## src/rtl/irq_pulse_gen_if.sv

```systemverilog
// irq_pulse_gen_if: request/timer bus between the interrupt sources and
// irq_pulse_gen. The master drives device lines, stall and timer writes;
// the slave (irq_pulse_gen) returns the interrupt vector and timer state.
interface irq_pulse_gen_if #(
  parameter int TIMER_W = 32
) ();
  logic [15:0]        irq_req;
  logic [15:0]        edge_mode;
  logic               stall;
  logic               timer_wen;
  logic [TIMER_W-1:0] timer_wdata;
  logic [15:0]        interrupts;
  logic [TIMER_W-1:0] timer_count;
  logic               timer_tick;

  modport master (
    output irq_req, edge_mode, stall, timer_wen, timer_wdata,
    input  interrupts, timer_count, timer_tick
  );

  modport slave (
    input  irq_req, edge_mode, stall, timer_wen, timer_wdata,
    output interrupts, timer_count, timer_tick
  );
endinterface

```

## src/rtl/irq_pulse_gen.sv

```systemverilog
// irq_pulse_gen: collects device interrupt lines plus an interval timer and
// presents a registered request vector that holds each request until a
// non-stall edge has consumed it.
// Optional: define IRQ_SYNC_EN to pass every irq_req bit through a 2-flop
// synchronizer before edge detection (+2 cycles latency).

// One interrupt line: optional sync, edge/level event, stall-held pending bit.
module irq_pulse_line (
  input  logic clk,
  input  logic rst,
  input  logic req,
  input  logic edge_mode,
  input  logic stall,
  input  logic extra_ev,
  output logic pend
);
  logic s, s_d, ev;

`ifdef IRQ_SYNC_EN
  logic [1:0] sync;

  // Two-flop synchronizer for lines that may be asynchronous to clk.
  always_ff @(posedge clk or posedge rst) begin
    if (rst) sync <= 2'b00;
    else     sync <= {sync[0], req};
  end

  assign s = sync[1];
`else
  assign s = req;
`endif

  // Previous line value; resets low so a line already high yields one edge.
  always_ff @(posedge clk or posedge rst) begin
    if (rst) s_d <= 1'b0;
    else     s_d <= s;
  end

  assign ev = (edge_mode ? (s & ~s_d) : s) | extra_ev;

  // Consumer takes pend on non-stall edges; under stall, accumulate events.
  always_ff @(posedge clk or posedge rst) begin
    if (rst)        pend <= 1'b0;
    else if (stall) pend <= pend | ev;
    else            pend <= ev;
  end
endmodule

module irq_pulse_gen #(
  parameter int NUM_IRQ = 16,
  parameter int TIMER_W = 32
) (
  input  logic            clk,
  input  logic            rst,
  irq_pulse_gen_if.slave  bus
);
  logic [TIMER_W-1:0] reload, count;
  logic               tick;
  logic [15:0]        pend;
  logic [15:0]        extra_ev;

  // Expiry strobe is combinational from count so it lines up with the reload.
  assign tick = (reload != '0) && (count == TIMER_W'(1));

  // Free-running down-counter; a write overrides the reload in the same cycle.
  always_ff @(posedge clk or posedge rst) begin
    if (rst) begin
      reload <= '0;
      count  <= '0;
    end else if (bus.timer_wen) begin
      reload <= bus.timer_wdata;
      count  <= bus.timer_wdata;
    end else if (reload != '0) begin
      count  <= tick ? reload : count - TIMER_W'(1);
    end
  end

  // Timer tick shares line 0 with the device request.
  assign extra_ev = {15'b0, tick};

  for (genvar i = 0; i < 16; i++) begin : g_line
    if (i < NUM_IRQ) begin : g_on
      irq_pulse_line u_line (
        .clk       (clk),
        .rst       (rst),
        .req       (bus.irq_req[i]),
        .edge_mode (bus.edge_mode[i]),
        .stall     (bus.stall),
        .extra_ev  (extra_ev[i]),
        .pend      (pend[i])
      );
    end else begin : g_off
      assign pend[i] = 1'b0;
    end
  end

  assign bus.interrupts  = pend;
  assign bus.timer_count = count;
  assign bus.timer_tick  = tick;
endmodule

```

## src/flat_wrapper.sv

```systemverilog
// flat-port wrapper written by rule: the top's interface ports become plain ports
module irq_pulse_gen_flat 
#(
  parameter int NUM_IRQ = 16,
  parameter int TIMER_W = 32
)
  (clk, rst, bus_irq_req, bus_edge_mode, bus_stall, bus_timer_wen, bus_timer_wdata, bus_interrupts, bus_timer_count, bus_timer_tick);
  irq_pulse_gen_if #(.TIMER_W(TIMER_W)) bus_i ();
  input  logic clk;
  input  logic rst;
  input wire logic [$bits(bus_i.irq_req)-1:0] bus_irq_req;
  input wire logic [$bits(bus_i.edge_mode)-1:0] bus_edge_mode;
  input wire logic [$bits(bus_i.stall)-1:0] bus_stall;
  input wire logic [$bits(bus_i.timer_wen)-1:0] bus_timer_wen;
  input wire logic [$bits(bus_i.timer_wdata)-1:0] bus_timer_wdata;
  output wire logic [$bits(bus_i.interrupts)-1:0] bus_interrupts;
  output wire logic [$bits(bus_i.timer_count)-1:0] bus_timer_count;
  output wire logic [$bits(bus_i.timer_tick)-1:0] bus_timer_tick;
  assign bus_i.irq_req = bus_irq_req;
  assign bus_i.edge_mode = bus_edge_mode;
  assign bus_i.stall = bus_stall;
  assign bus_i.timer_wen = bus_timer_wen;
  assign bus_i.timer_wdata = bus_timer_wdata;
  assign bus_interrupts = bus_i.interrupts;
  assign bus_timer_count = bus_i.timer_count;
  assign bus_timer_tick = bus_i.timer_tick;
  irq_pulse_gen #(.NUM_IRQ(NUM_IRQ), .TIMER_W(TIMER_W)) u_core (.clk(clk), .rst(rst), .bus(bus_i));
endmodule
```

## config.mk

```make
export PLATFORM = sky130hd
export DESIGN_NAME = irq_pulse_gen_flat
export DESIGN_NICKNAME = d
export VERILOG_FILES = /design/src/rtl/irq_pulse_gen_if.sv /design/src/rtl/irq_pulse_gen.sv /design/src/flat_wrapper.sv
export SDC_FILE = /design/constraint.sdc
export NUM_CORES = 1
export LEC_CHECK = 0
export CORE_UTILIZATION = 50
export DETAILED_ROUTE_END_ITERATION = 10
export PLACE_DENSITY = 0.84
export SYNTH_ARGS = -nofsm -noshare
export SYNTH_HDL_FRONTEND = slang
export SYNTH_SLANG_ARGS = --single-unit
```

## constraint.sdc

```tcl
create_clock -name clk -period 4.3 [get_ports clk]
set_input_delay 0.645 -clock clk [delete_from_list [all_inputs] [get_ports clk]]
set_output_delay 0.645 -clock clk [all_outputs]
set_load 0.01 [all_outputs]
```

==> metrics <==
status finished, final reports clean; FF+latch count, synth 96; Max VDD drop ~0.16 mV; Crit Path Category reg -> out; most frequent cells in the layout 115 x clkdlybuf4s50_1, 96 x dfrtp_1, 48 x nand2_1, 36 x o21ai_0; Die X-Extent around 100 um; synth warn 0; Final GP Congestion approximately 0.9; met2 WL between 6000 and 7000 um; placed cell count ~660; fin cells between 600 and 700; power density over the cells ~340 nW/um2; Period Utilization, post-route ~84%; CTS tree built; die footprint roughly 9800 um2; post-synthesis cell count roughly 470; clk_lat worst skew between 0.3 and 0.4 ns; max-cap violations 0; Antenna diodes 0; CORE AREA around 9200 um2; Hold Vio Cnt, Final 0; largest net degree at the start of global routing 62; Net count, final 633; cts repair resizes 0; Critical Path RT 3.65 ns; worst min path class reg -> reg; Netlist cell types between 60 and 70; Max FO, Critical Path 20; CTS Buf Count 9; H-tree levels 3; met3 wire len 1160 um; Site Rows 35; Pins Over Slew Limit 0; area of the multi-input gates 1980 um2; Syn Std Cell Area 4710 um2; post-synthesis async set-or-reset flop share between 90% and 100%; CTS clk-pin slew, worst paths 0.09 ns; WL final 13000 um; vias per cell approximately 6.2; Starting DRT DRC Count ~400; M1 WL around 5400 um; clock sinks 96; Residual DRC 0; unrepaired setup endpoints after global routing no; share of post-route cells with drive strength above 1 ~7.9%; setup TNS 0 ns; sequential area share after synthesis roughly 50%; Worst setup SP type register; Final ANT Viol Nets 0; Critical Path AT between 2 and 3 ns; number of antenna violations at the first check in global routing 0; I/O pin cnt between 100 and 150; clock root buffer clkbuf_8; top layer in use met4; Layout area overhead 27.8%; Worst Max-Slew Pin Slew approximately 1.1 ns; Die H 99.0 um; Post-CTS Setup Inserts 0; Clock Skew ~0.010 ns; Post-DP HPWL between 9000 and 10000 um; Final setup viols 0; Fillers around 740; Rel. slew slack a little under a quarter; hold_ws between 0.5 and 0.6 ns; vias in the first global route ~4300; vias post-DR roughly 4200; EDFF count, synth 0; Final Critical Period between 3 and 4 ns; FF/Latch Area roughly 2400 um2; TritonRoute pass-1 iters 6; commonest non-fill, non-tap cell in the layout clkdlybuf4s50_1; global-route wire length before repair around 21000 um; fmax around 280 MHz; Starting Density around 51%; Post-CTS Hold Buffers 0; Mean Syn Cell Area roughly 10 um2; global route total overflow 0; DR WL/cell roughly 19 um; critical path endpoint category primary output; CTS max path bufs 2; ys flop type dfrtp_1; gr usage total between 20% and 30%; total nets after synthesis roughly 540; port bufs approximately 120; Leak approximately 2.4 nW
==> worst max-delay path: stages, from the launching register on <==
cell	delay, ns
dfrtp_1	0.42
nor4_1	0.38
nand4_1	0.23
or2_2	0.52
nand2_1	0.16
clkinv_1	0.31
clkdlybuf4s50_1	0.59
==> Yosys cell counts, drive strengths merged (8+ instances only) <==
master | instances | area [um2]
mux2 | 11 | 124
buf | 23 | 151
o21ai | 37 | 185
clkbuf | 19 | 71.3
nand2 | 48 | 180
nor4 | 17 | 128
inv | 26 | 97.6
or4 | 8 | 65.1
a22o | 16 | 140
nor3 | 10 | 50.1
nand3 | 12 | 60.1
dfrtp | 96 | 2400
a21oi | 15 | 75.1
nor2 | 26 | 97.6
==> metrics by stage <==
| stage | area, um2 | power, mW | util (%) | setup slack [ns] |
|---|---|---|---|---|
| floorplan | 4710 | 1.26 | - | 1.15 |
| finish | 6020 | 2.02 | 65.4 | 0.676 |
| detailed placement | 5830 | 1.46 | 63.4 | 1.14 |
| global route | 6020 | 2.12 | 65.4 | 0.517 |
| CTS | 6020 | 2.04 | 65.4 | 0.729 |
| global placement | 5830 | 1.44 | 63.4 | 1.18 |
==> cell families after synthesis <==
kind of cell / after synthesis / synth area share (%)
compound gates: 136 / 20.6
buf+inv: 69 / 6.89
flops: 96 / 51.1
fa+ha+maj: 2 / 0.532
xor+xnor: 4 / 0.745
simple gates: 153 / 17.4
mux: 12 / 2.85
==> path summary, 6_finish.rpt <==
path | slack [ns] | cells past startpoint | end | startpoint
worst max-delay path | 0.68 | 6 | bus_timer_tick | u_core.reload[6]
worst min-delay path | 0.51 | 1 | u_core.g_line[9].g_on.u_line.pend | u_core.g_line[9].g_on.u_line.pend
worst max register to register | 1.43 | 8 | u_core.bus.timer_count[20] | u_core.bus.timer_count[0]
worst min register to register | 0.51 | 1 | u_core.g_line[9].g_on.u_line.pend | u_core.g_line[9].g_on.u_line.pend
max in group asynchronous | 2.60 | 3 | u_core.g_line[11].g_on.u_line.pend | rst
min in group asynchronous | 0.82 | 2 | u_core.bus.timer_count[16] | rst
==> sequential cells by signal (all words and copies together), names as in the netlist <==
name	count
u_core.bus.timer_count	32
u_core.g_line.g_on.u_line.pend	16
u_core.g_line.g_on.u_line.s_d	16
u_core.reload	32
==> where the power goes <==
part,switching [mW],total [mW],internal (mW)
Clock,0.314,0.583,0.269
Combinational,0.166,0.376,0.210
Sequential,0.0847,1.07,0.981
Total,0.565,2.02,1.46
==> cell type report <==
type	instances	area share, %
clock buffers	11	2.18
clock inverters	5	0.957
inverters	27	1.71
multi-input cells	307	32.9
flip-flops and latches	96	39.9
well taps	111	2.31
repair buffers	122	20.0
==> metal layers <==
metal,GRT usage (%),vias to the layer above
met3,6.03,38
met5,0,-
met2,44.5,231
met4,12.3,0
met1,35.1,2039
li1,-,1922
Power figures use the tool's default switching activity.
